## src/rtl/scroll_pkg.sv

```systemverilog
// Shared encodings for the scrolling frame-address generator.
// Directions and controller states used by top and offset control.
package scroll_pkg;

  localparam logic [1:0] DIR_UP    = 2'b00;
  localparam logic [1:0] DIR_DOWN  = 2'b01;
  localparam logic [1:0] DIR_LEFT  = 2'b10;
  localparam logic [1:0] DIR_RIGHT = 2'b11;

  typedef enum logic [1:0] {
    ST_PAUSED    = 2'd0,
    ST_RUN       = 2'd1,
    ST_STEP_PEND = 2'd2
  } state_e;

endpackage

```

## src/rtl/scroll_offset_ctrl.sv

```systemverilog
// Run/pause/step controller and wrapping scroll offsets.
// Offsets only move in a frame_tick cycle, so there is no tearing.
module scroll_offset_ctrl
  import scroll_pkg::*;
#(
  parameter int IMG_W = 320,
  parameter int IMG_H = 240,
  parameter int STEP  = 1,
  parameter int SPD_W = 4
) (
  input  logic             clk,
  input  logic             rst,
  input  logic             frame_tick,
  input  logic             btn_pulse,
  input  logic             step_pulse,
  input  logic [1:0]       dir,
  input  logic [SPD_W-1:0] speed,
  output logic             running,
  output logic [8:0]       x_off,
  output logic [8:0]       y_off
);

  localparam logic [9:0] W_L = 10'(IMG_W);
  localparam logic [9:0] H_L = 10'(IMG_H);
  localparam logic [9:0] S_L = 10'(STEP);

  state_e           state_q, state_d;
  logic [SPD_W-1:0] cnt_q, cnt_d;
  logic [8:0]       x_q, x_d, y_q, y_d;
  logic             do_step;
  logic [9:0]       x_ext, y_ext, x_sum, y_sum;

  assign x_ext = {1'b0, x_q};
  assign y_ext = {1'b0, y_q};
  assign x_sum = x_ext + S_L;
  assign y_sum = y_ext + S_L;

  // Next state, frame counter and step decision.
  always_comb begin
    state_d = state_q;
    cnt_d   = cnt_q;
    do_step = 1'b0;
    unique case (state_q)
      ST_PAUSED: begin
        if (btn_pulse) begin
          state_d = ST_RUN;
          cnt_d   = '0;
        end else if (step_pulse) begin
          state_d = ST_STEP_PEND;
        end
      end
      ST_STEP_PEND: begin
        if (btn_pulse) begin
          state_d = ST_RUN;
          cnt_d   = '0;
        end else if (frame_tick) begin
          do_step = 1'b1;
          state_d = ST_PAUSED;
        end
      end
      ST_RUN: begin
        if (frame_tick) begin
          if (cnt_q >= speed) begin
            do_step = 1'b1;
            cnt_d   = '0;
          end else begin
            cnt_d = cnt_q + 1'b1;
          end
        end
        if (btn_pulse) state_d = ST_PAUSED;
      end
      default: state_d = ST_PAUSED;
    endcase
  end

  // Wrapped offsets for one step in the sampled direction.
  always_comb begin
    x_d = x_q;
    y_d = y_q;
    if (do_step) begin
      unique case (dir)
        DIR_UP:
          y_d = (y_sum >= H_L) ? 9'(y_sum - H_L) : 9'(y_sum);
        DIR_DOWN:
          y_d = (y_ext < S_L) ? 9'(y_ext + H_L - S_L)
                              : 9'(y_ext - S_L);
        DIR_LEFT:
          x_d = (x_sum >= W_L) ? 9'(x_sum - W_L) : 9'(x_sum);
        DIR_RIGHT:
          x_d = (x_ext < S_L) ? 9'(x_ext + W_L - S_L)
                              : 9'(x_ext - S_L);
        default: ;
      endcase
    end
  end

  // State, counter and offset registers.
  always_ff @(posedge clk) begin
    if (rst) begin
      state_q <= ST_PAUSED;
      cnt_q   <= '0;
      x_q     <= '0;
      y_q     <= '0;
    end else begin
      state_q <= state_d;
      cnt_q   <= cnt_d;
      x_q     <= x_d;
      y_q     <= y_d;
    end
  end

  assign running = (state_q == ST_RUN);
  assign x_off   = x_q;
  assign y_off   = y_q;

endmodule

```

## src/rtl/scroll_addr_gen.sv

```systemverilog
// Maps VGA counters to a scrolled, wrapped frame-buffer address.
// Address is registered with exactly one clock of latency.
module scroll_addr_gen
  import scroll_pkg::*;
#(
  parameter int IMG_W       = 320,
  parameter int IMG_H       = 240,
  parameter int SCALE_SHIFT = 1,
  parameter int ADDR_W      = 17,
  parameter int STEP        = 1,
  parameter int SPD_W       = 4
) (
  input  logic              clk,
  input  logic              rst,
  input  logic [9:0]        h_cnt,
  input  logic [9:0]        v_cnt,
  input  logic              valid,
  input  logic              frame_tick,
  input  logic              btn_pulse,
  input  logic              step_pulse,
  input  logic [1:0]        dir,
  input  logic [SPD_W-1:0]  speed,
  output logic [ADDR_W-1:0] pixel_addr,
  output logic              running,
  output logic [8:0]        x_off,
  output logic [8:0]        y_off
);

  localparam logic [10:0] W_L = 11'(IMG_W);
  localparam logic [10:0] H_L = 11'(IMG_H);

  logic [9:0]        xs, ys;
  logic [10:0]       xsum, ysum, xi, yi;
  logic              in_img;
  logic [ADDR_W-1:0] addr_d, addr_q;

  scroll_offset_ctrl #(
    .IMG_W (IMG_W),
    .IMG_H (IMG_H),
    .STEP  (STEP),
    .SPD_W (SPD_W)
  ) u_ctrl (
    .clk        (clk),
    .rst        (rst),
    .frame_tick (frame_tick),
    .btn_pulse  (btn_pulse),
    .step_pulse (step_pulse),
    .dir        (dir),
    .speed      (speed),
    .running    (running),
    .x_off      (x_off),
    .y_off      (y_off)
  );

  assign xs   = h_cnt >> SCALE_SHIFT;
  assign ys   = v_cnt >> SCALE_SHIFT;
  assign xsum = {1'b0, xs} + {2'b0, x_off};
  assign ysum = {1'b0, ys} + {2'b0, y_off};
  assign xi   = (xsum >= W_L) ? xsum - W_L : xsum;
  assign yi   = (ysum >= H_L) ? ysum - H_L : ysum;
  assign in_img = valid && ({1'b0, xs} < W_L)
                        && ({1'b0, ys} < H_L);

  // Row-major address; blanking and off-image pixels read address 0.
  always_comb begin
    addr_d = '0;
    if (in_img)
      addr_d = ADDR_W'(yi) * ADDR_W'(IMG_W) + ADDR_W'(xi);
  end

  // Output address register.
  always_ff @(posedge clk) begin
    if (rst) addr_q <= '0;
    else     addr_q <= addr_d;
  end

  assign pixel_addr = addr_q;

endmodule
```

## config.mk

```make
export PLATFORM = sky130hd
export DESIGN_NAME = scroll_addr_gen
export DESIGN_NICKNAME = d
export VERILOG_FILES = /design/src/rtl/scroll_pkg.sv /design/src/rtl/scroll_offset_ctrl.sv /design/src/rtl/scroll_addr_gen.sv
export SDC_FILE = /design/constraint.sdc
export NUM_CORES = 1
export LEC_CHECK = 0
export ABC_AREA = 1
export CORE_ASPECT_RATIO = 0.6
export CORE_MARGIN = 3
export CORE_UTILIZATION = 45
export CTS_CLUSTER_SIZE = 12
export DETAILED_ROUTE_END_ITERATION = 12
export PLACE_DENSITY_LB_ADDON = 0.15
export SYNTH_ARGS = -nofsm -noshare
export SYNTH_HDL_FRONTEND = slang
export SYNTH_SLANG_ARGS = --single-unit
```

## constraint.sdc

```tcl
create_clock -name clk -period 10.9 [get_ports clk]
set_input_delay 2.18 -clock clk [delete_from_list [all_inputs] [get_ports clk]]
set_output_delay 2.18 -clock clk [all_outputs]
set_load 0.1 [all_outputs]
```

==> qor.yml <==
finish:
  drive_gt1_share_pct: 7.78
  post-route-util_pct: 57.7
  n_antenna_cell: 0
  area_growth_pct: 20.7
  num-nets-final: 826
  nFillCells: 870
  finish.instance_area_um2: 5480
yosys:
  yosys.area_share.adder_pct: 17.7
  synth_edf_count: 0
  yosys.cell_types.count: 50
  seq_area_frac_synth_pct: 18.1
  synth-compound-area-share_pct: 14.5
  synth_ff_type: "dfxtp_1"
  synth-seq-cells: 41
  synth-simple-area-share_pct: 32.2
  yosys_warnings: 0
  synth_nets: 763
  synth-xor-area-share_pct: 7.69
  syn_avg_cell_area_um2: 6.79
  synth_top_family_by_area: "simple AND/OR/NAND/NOR gates"
  syn_area_um2: 4540
  synth_async_sr_flop_share_pct: 0
  synthMuxAreaShare_pct: 0
  synth_cells: 669
critical_path:
  critPathMostFrequentCell: "nand2_1"
  critPathMaxFanout: 7
  cp_num_buf_inv: 2
  cp_slowest_stage_delay_ps: 490
  cp.required_ps: 11080
  path_delay_family: "simple AND/OR/NAND/NOR gates"
  endpoint_kind: "register"
  worstPathArrival_ps: 7000
  critPathSlowestCell: "fa_1"
  critPathKind: "primary input to register"
  startpoint_type: "primary input"
cts:
  insertion_delay_ps: 290
  cts_hold_buffers: 0
  cts_buffers: 5
  cts_resized: 0
  cts.sinks: 41
  cts_tree: "done"
  clk_pin_slew_ps: 60
  cts_buffer_depth: 2
  post_cts_buffers: 0
  cts_max_level: 2
  root_buffer: "clkbuf_16"
sta:
  min_period_ps: 6820
  setup_ws_ps: 4080
  slew_violations: 0
  rsz0062_at_grt: "false"
  tightest_slew_ps: 987
  period_share_pct: 62.6
  fmax_ghz: 0.147
  setup-violations-final: 0
  final-hold-violation-count: 0
  fin_tns_setup_ps: 0
  slew_headroom_pct: 34.0
  final.setup_skew_ps: 5.51
place:
  portBuffers: 65
  dp_hpwl_um: 9320
  gp_congestion: 0.951
  placed_area_um2: 5310
  place_ws_ps: 3840
power_and_ir_drop:
  powerDensity_nw_per_um2: 97.3
  leakage_nw: 2.64
  peakVddDrop_mv: 0.0642
floorplan:
  die_area_um2: 11400
  die_w_um: 136
  die_height_um: 83.8
  pin_count: 68
  start_util_pct: 47.8
  row_count: 27
  core-area_um2: 9490
global_route:
  grt_usage_pct: 21.1
  grt.overflow.total: 0
  antenna_found_initial: 0
  grt_pass1_wl_um: 20000
  grt_pass1_vias: 4233
  grt_max_degree: 18
drt:
  dr.pass1.iters: 5
  drc: 0
  ant_nets: 0
  drt-initial-drc-count: 365
  vias_per_cell: 5.13
  wl_um: 11600
  avgRoutedWirePerCell_um: 13.4
  vias: 4425
worst_hold_path:
  min_path_type: "register to register"
outcome:
  status: "finished, final reports clean"
flow_run:
  max_cap_violations: 0
[state kept, by name, summed over array words and instances, names as in the netlist]
signal          cells
u_ctrl.x_off        9
u_ctrl.y_off        9
u_ctrl.cnt_q        4
u_ctrl.state_q      2
pixel_addr         17
[tightest hold or removal path, stage by stage (launching register included)]
cell and delay [ps]:
dfxtp_1 340, nand2_1 80, a21oi_1 50
[power by group]
| group | total, mW | internal, mW | switching [mW] |
|---|---|---|---|
| clock network | 0.180 | 0.115 | 0.0650 |
| logic | 0.195 | 0.0695 | 0.126 |
| registers | 0.158 | 0.154 | 0.00352 |
[metrics by stage]
stage	instances	power, mW	hold WS (ps)
after floorplan	669	0.307	472
after global placement	855	0.349	500
after detailed placement	855	0.354	515
after CTS	863	0.534	525
after global routing	863	0.567	544
final	863	0.533	521
[synth_stat cells (4+ instances only)]
library cell / n / area, um^2
inv_1: 100 / 375
nand2_1: 142 / 533
nand4_1: 14 / 87.6
xnor2_1: 9 / 78.8
dfxtp_1: 41 / 821
nand2_2: 10 / 62.6
fa_1: 4 / 80.1
o21bai_1: 6 / 45.0
inv_2: 5 / 18.8
nor3_1: 9 / 45.0
a21oi_1: 54 / 270
nor2_1: 51 / 191
clkbuf_1: 5 / 18.8
nand3_2: 8 / 80.1
nand3b_1: 4 / 30.0
o211ai_1: 4 / 30.0
xor2_1: 24 / 210
ha_1: 58 / 726
o21ai_1: 7 / 35.0
o21ai_0: 30 / 150
nand3_1: 37 / 185
nand3_4: 4 / 70.1
[layout make-up]
type / instances / area, um^2 / area share (%)
sequential: 41 / 821 / 15.0
inverter: 106 / 398 / 7.26
clock inverter: 1 / 30.0 / 0.548
tap: 130 / 163 / 2.97
clock buffer: 7 / 143 / 2.60
multi-input combinational: 513 / 3280 / 59.8
timing repair buffer: 65 / 651 / 11.9
[cells by family (layout without fill, tap and decap cells)]
| family | count (synthesis) | count (layout) |
|---|---|---|
| fa+ha+maj | 62 | 62 |
| compound gates | 115 | 115 |
| xor+xnor | 36 | 36 |
| flops | 41 | 41 |
| simple gates | 300 | 300 |
| buf+inv | 115 | 179 |
[layer usage]
metal / global-route usage, % / up-vias / part of all wire (%)
li1: - / 2327 / -
met1: 31.7 / 1970 / 53
met2: 31.7 / 116 / 40
met3: 4.22 / 12 / 6.2
met4: 3.02 / 0 / 1.0
met5: 0 / - / 0
[final timing paths]
path,startpoint,end,slack (ps),cells after the start
worst max-delay path,v_cnt[3],pixel_addr[16],4080,31
worst min-delay path,u_ctrl.cnt_q[0],u_ctrl.cnt_q[0],520,2
worst max register to register,u_ctrl.y_off[2],pixel_addr[16],5750,30
worst min register to register,u_ctrl.cnt_q[0],u_ctrl.cnt_q[0],520,2
[placed cells by master (no fill, tap or decap), drive strengths merged, types with 3 or more instances in the layout]
cell           instances
dfxtp                 41
a21oi                 57
xnor2                  9
nand4                 15
inv                  105
clkdlybuf4s50         65
clkbuf                 7
o21ai                 38
o21bai                 6
nor4                   3
a211oi                 3
o211ai                 6
fa                     4
nand2                153
nand3                 49
xor2                  27
nand3b                 4
ha                    58
or2                    4
nor3                  10
nor2                  57
(Power assumes the default switching activity.)
==> patch 1 (config.mk and constraints unchanged) <==
The 3 states of `state_e` get a one-hot encoding in 3 bits.
--- a/src/rtl/scroll_pkg.sv
+++ b/src/rtl/scroll_pkg.sv
@@ -7,10 +7,10 @@
   localparam logic [1:0] DIR_LEFT  = 2'b10;
   localparam logic [1:0] DIR_RIGHT = 2'b11;
 
-  typedef enum logic [1:0] {
-    ST_PAUSED    = 2'd0,
-    ST_RUN       = 2'd1,
-    ST_STEP_PEND = 2'd2
+  typedef enum logic [2:0] {
+    ST_PAUSED    = 3'b001,
+    ST_RUN       = 3'b010,
+    ST_STEP_PEND = 3'b100
   } state_e;
 
 endpackage
Behaviour: same outputs for any inputs over 4 cycles, from zero or initial values and one cycle with rst high; so few cycles prove little.
==> patch 1 against the unedited design <==
- register-to-register slack gained 0.23 ns
- critical path depth shrank 1
- global-route usage shrank 0.078 points
- worst setup slack gained 0.075 ns
- clock power shrank 12%
- sequential cell count grew 1
- wire length grew 0.16%
- highest routed layer unchanged
- power shrank 2.7%
- area after synthesis shrank 2.0%
- sequential power grew 3%
- final cell count grew 1.5%
- design area shrank 1.8%
- largest power group unchanged
- synthesized cell count grew 1.6%
==> patch 1: results (changes against the unedited design) <==
The number of levels in the clock H-tree is 2 (unchanged). The number of nets in the final layout came out at 835 (+1.1%). The flow ran to the end, and the final reports show no timing, DRC or antenna violations.

The number of DRC markers after the initial detailed-route iteration came out at 377 (+3.3%). The number of distinct library cells after synthesis came out at 51 (+2.0%). The share of the synthesized netlist area taken by xor and xnor gates came to 5.988% (-1.7 points). The adder-cell area share of the yosys netlist was 16.98% (-0.76 points). The fraction of registers with async set or reset after synthesis was 0% (unchanged). The via count of the first global-routing pass came out at 4063 (-4.0%).

The met2 wire length came out at 4.635 mm (+0.74%). The final weighted congestion in routability-driven placement was 0.8801 (-7.4%). The net count after synthesis was 770 (+0.92%). The mean routed wirelength per cell is 13.24 um (-1.3%).

The number of buffers created by CTS is 5 (unchanged). The met1 layer wirelength in the final routing came out at 6.181 mm (+0.77%). CTS placed an instance of sky130_fd_sc_hd__clkbuf_16 at the clock tree root. The total number of yosys warnings is 0 (unchanged). The met2 track demand over resource came out at 30.22% (-1.5 points). The combined global-route utilization of all metal layers is 21.06% (-0.078 points). The buffer count from post-CTS setup fixing came out at 0 (unchanged). The clock distribution power came out at 0.159 mW (-12%).

The cell count of the worst reg-to-reg path came out at 32 (+6.7%). The fraction of power spent switching nets is 38.30% (+1.8 points). The maximum resistive drop on vdd came to 0.00005753 V (-10%). The fraction of the mapped netlist area in compound gates is 14.73% (+0.27 points). The clock-pin transition on the worst setup and hold timing paths was 0.06 ns (about the same).

The transition time of the tightest slew-check pin was 0.9852 ns (-0.002209 ns). The clock latency at the later pin of the worst-skew pair came out at 0.30 ns. The layout cell share with drive strength beyond 1 came out at 6.300% (-1.5 points). By area the synthesized netlist is led by sky130_fd_sc_hd__dfxtp_1 19%, sky130_fd_sc_hd__ha_1 15%, sky130_fd_sc_hd__nand2_1 13%, sky130_fd_sc_hd__inv_1 8.5%, sky130_fd_sc_hd__nand3_1 5.7%.

The maximum clock path buffer count is 2 (unchanged). The filler cell count in the final layout was 942 (+8.3%). The kind of cell with the highest combined delay along the critical path is adder cells. The share of the yosys chip area belonging to registers is 18.89% (+0.82 points).

The share of power burned in combinational logic came out at 37.9% (+1.2 points). The peak fanout along the critical path is 6 (-1). Ranked by instance count, the synthesized netlist is headed by 151 x sky130_fd_sc_hd__nand2_1, 101 x sky130_fd_sc_hd__inv_1, 63 x sky130_fd_sc_hd__nor2_1, 54 x sky130_fd_sc_hd__ha_1, 51 x sky130_fd_sc_hd__nand3_1. The count of cells resized by post-cts repair is 0 (unchanged). The wire length of the first global-routing pass came out at 19.56 mm (-2.0%). The met3 routing resource usage after global routing came out at 3.995% (-0.22 points). The worst clock skew came out at 0.006930 ns (+0.001425 ns). The global routing met1 resource utilization came to 32.39% (+0.66 points). The number of antenna violations at the first check in global routing is 0 (unchanged). The number of vias in the routed layout came out at 4531 (+2.4%). The data arrival time of the worst path came to 6.91 ns (-0.09 ns). The total met3 wirelength after detailed routing was 672 um (-6.9%).

The estimated wirelength of the detail-placed design is 9.264 mm (-0.61%). The reported leakage power is 2.655 nW (+0.68%).
[patch 1: changes by cell type after synthesis, sizes merged, moves of 3 or more]
cell and change:
nor2 +14, a21oi -9, xor2 -9, nand3 +8, o211ai -5, o21bai -5
a31oi +4, ha -4, nor3b +4, nand2 +3, nand3b +3, o21ai +3
[patch 1: through the flow]
step	std cells	instance area (sq um)	worst slack, ns	total power [mW]	hold slack (ns)
2_1_floorplan	680	4451	4.868	0.3115	0.4915
3_3_place_gp	868	5231	3.946	0.3552	0.5173
3_5_place_dp	868	5231	3.897	0.3593	0.5305
4_1_cts	876	5383	4.210	0.5203	0.5414
5_1_grt	876	5383	3.660	0.5564	0.5509
6_report	876	5383	4.155	0.5186	0.5506
[patch 1: logic make-up (layout without fill, tap and decap cells)]
logic type,after synthesis,count (layout)
AND/OR/NAND/NOR,327,327
AO/OA/AOI/OAI,113,113
buffers and inverters,113,179
adder cells (fa/ha/maj),58,58
XOR/XNOR,27,27
flip-flops,42,42
[patch 1: final timing paths]
path	start	to	slack, ns
setup / recovery	v_cnt[1]	pixel_addr[16]	4.15
hold / removal	u_ctrl.cnt_q[1]	u_ctrl.cnt_q[1]	0.55
setup reg to reg	u_ctrl.y_off[2]	pixel_addr[16]	5.98
hold reg to reg	u_ctrl.cnt_q[1]	u_ctrl.cnt_q[1]	0.55
[patch 1: cell type report]
type / count / area [sq um] / area share, %
clock buffers: 7 / 142.6 / 2.650
clock inverters: 1 / 8.758 / 0.1627
well taps: 130 / 162.7 / 3.022
repair buffers: 65 / 650.6 / 12.09
inverters: 106 / 397.9 / 7.392
flip-flops and latches: 42 / 840.8 / 15.62
multi-input cells: 525 / 3179 / 59.07
==> patch 2 (config.mk and constraints unchanged) <==
Without the edit above. `SPD_W` is set to 4 in 2 places; all go to 6.
--- a/src/rtl/scroll_offset_ctrl.sv
+++ b/src/rtl/scroll_offset_ctrl.sv
@@ -6,7 +6,7 @@
   parameter int IMG_W = 320,
   parameter int IMG_H = 240,
   parameter int STEP  = 1,
-  parameter int SPD_W = 4
+  parameter int SPD_W = 6
 ) (
   input  logic             clk,
   input  logic             rst,
--- a/src/rtl/scroll_addr_gen.sv
+++ b/src/rtl/scroll_addr_gen.sv
@@ -8,7 +8,7 @@
   parameter int SCALE_SHIFT = 1,
   parameter int ADDR_W      = 17,
   parameter int STEP        = 1,
-  parameter int SPD_W       = 4
+  parameter int SPD_W       = 6
 ) (
   input  logic              clk,
   input  logic              rst,
Ports: changed (resized speed); port bits go from 68 to 70. The function was not compared with the original's and may differ.
==> patch 2 against the unedited design <==
- design area grew 1.4%
- largest power group unchanged
- core utilization is 0.39 points higher
- wire length up 1.3%
- worst setup slack better by 0.15 ns
- global-route usage decreased by 0.58 points
- sequential share of layout area increased by 0.51 points
- area after synthesis is 1.7% higher
- highest routed layer unchanged
- synthesized cell count is 3.1% higher
- sequential cell count grew 2
- power is 8.3% lower
==> patch 2: results (changes against the unedited design) <==
The final cell count without fillers came to 889 (+3.0%). The power drawn by the sequential cells came out at 0.163 mW (+3%). The met3 routing resource usage after global routing is 4.132% (-0.085 points).

The share of the synthesized netlist area taken by xor and xnor gates came to 6.855% (-0.83 points). The wire length of the first global-routing pass came out at 19.56 mm (-2.0%). The number of DRC markers after the initial detailed-route iteration came to 310 (-15%).

The number of logic inverters in the finished layout came out at 111 (+4.7%). The iteration count of the initial detailed-routing pass is 7 (+2). The worst clock skew came out at 0.004677 ns (-0.0008289 ns). The fraction of area in clock buffers and inverters is 2.544% (-0.61 points). The met2 wire length came to 4.708 mm (+2.3%).

The combined global-route utilization of all metal layers came to 20.56% (-0.58 points). The global routing met1 resource utilization is 30.95% (-0.78 points). The power drawn by the combinational cells is 0.176 mW (-9.7%). The full die area came out at 11550 sq um (+1.6%). The number of non-clock buffers is 67 (+3.1%). The run finished with clean final reports. The adder-cell area share of the yosys netlist came out at 17.99% (+0.25 points). The total met3 wirelength after detailed routing came out at 738 um (+2.2%). The mean routed wirelength per cell was 13.18 um (-1.7%). The fraction of area in multi-input gates is 59.36% (-0.42 points). The sequential cell area is 860.8 sq um (+4.9%). The net count after synthesis is 788 (+3.3%). The detail-routed via count per cell was 5.197 (+1.4%).

The maximum resistive drop on vdd was 0.00006659 V (+3.8%). The met1 layer wirelength in the final routing came out at 6.181 mm (+0.77%). The number of clock buffers in the layout was 6 (-1). The share of the yosys chip area belonging to registers came to 18.64% (+0.57 points). The filler cell count in the final layout came out at 911 (+4.7%).

The met2 track demand over resource is 30.25% (-1.4 points). The number of distinct library cells after synthesis was 54 (+8.0%). The delay of the slowest cell on the worst path is 0.46 ns (-0.03 ns). The internal power contribution came out at 0.3071 mW (-9.3%). In the synthesized netlist, the cells that appear most often are 143 x sky130_fd_sc_hd__nand2_1, 106 x sky130_fd_sc_hd__inv_1, 60 x sky130_fd_sc_hd__ha_1, 58 x sky130_fd_sc_hd__a21oi_1, 57 x sky130_fd_sc_hd__nor2_1. The cell with the largest stage delay on the worst path is sky130_fd_sc_hd__clkdlybuf4s50_1. The fraction of the mapped netlist area in compound gates is 15.17% (+0.71 points). The via count of the first global-routing pass is 4243 (+0.24%). The estimated wirelength of the detail-placed design is 9.548 mm (+2.4%). The buffering overhead is 12.07% (+0.20 points). The worst max-slew margin expressed relative to the limit is 34.69% (+0.72 points).

The layout cell share with drive strength beyond 1 came to 6.192% (-1.6 points). The data arrival time of the worst path came out at 6.86 ns (-0.14 ns). The reported leakage power came to 2.722 nW (+3.2%).
patch 2: stage by stage:
step	utilization, %	total power [mW]	worst slack [ns]
after floorplan	-	0.2936	4.938
after global placement	56.64	0.3341	4.074
after detailed placement	56.64	0.3398	3.995
after CTS	58.12	0.4898	4.250
after global routing	58.12	0.5242	3.844
final	58.12	0.4891	4.233
patch 2: final timing paths:
kind                                 startpoint              end  slack, ns  cells past startpoint
worst max-delay path                   h_cnt[1]   pixel_addr[16]       4.23                     32
worst min-delay path            u_ctrl.cnt_q[4]  u_ctrl.cnt_q[4]       0.52                      2
worst max register to register  u_ctrl.x_off[0]   pixel_addr[16]       6.05                     31
worst min register to register  u_ctrl.cnt_q[4]  u_ctrl.cnt_q[4]       0.52                      2
patch 2: worst max-delay path: cells and delay by family:
family	cells	cell delay (ns)
AOI/OAI and AO/OA	3	0.41
xor gates and xnor gates	2	0.38
adders and majority gates	5	1.37
buffers and inverters	4	0.67
and+or+nand+nor	18	1.87
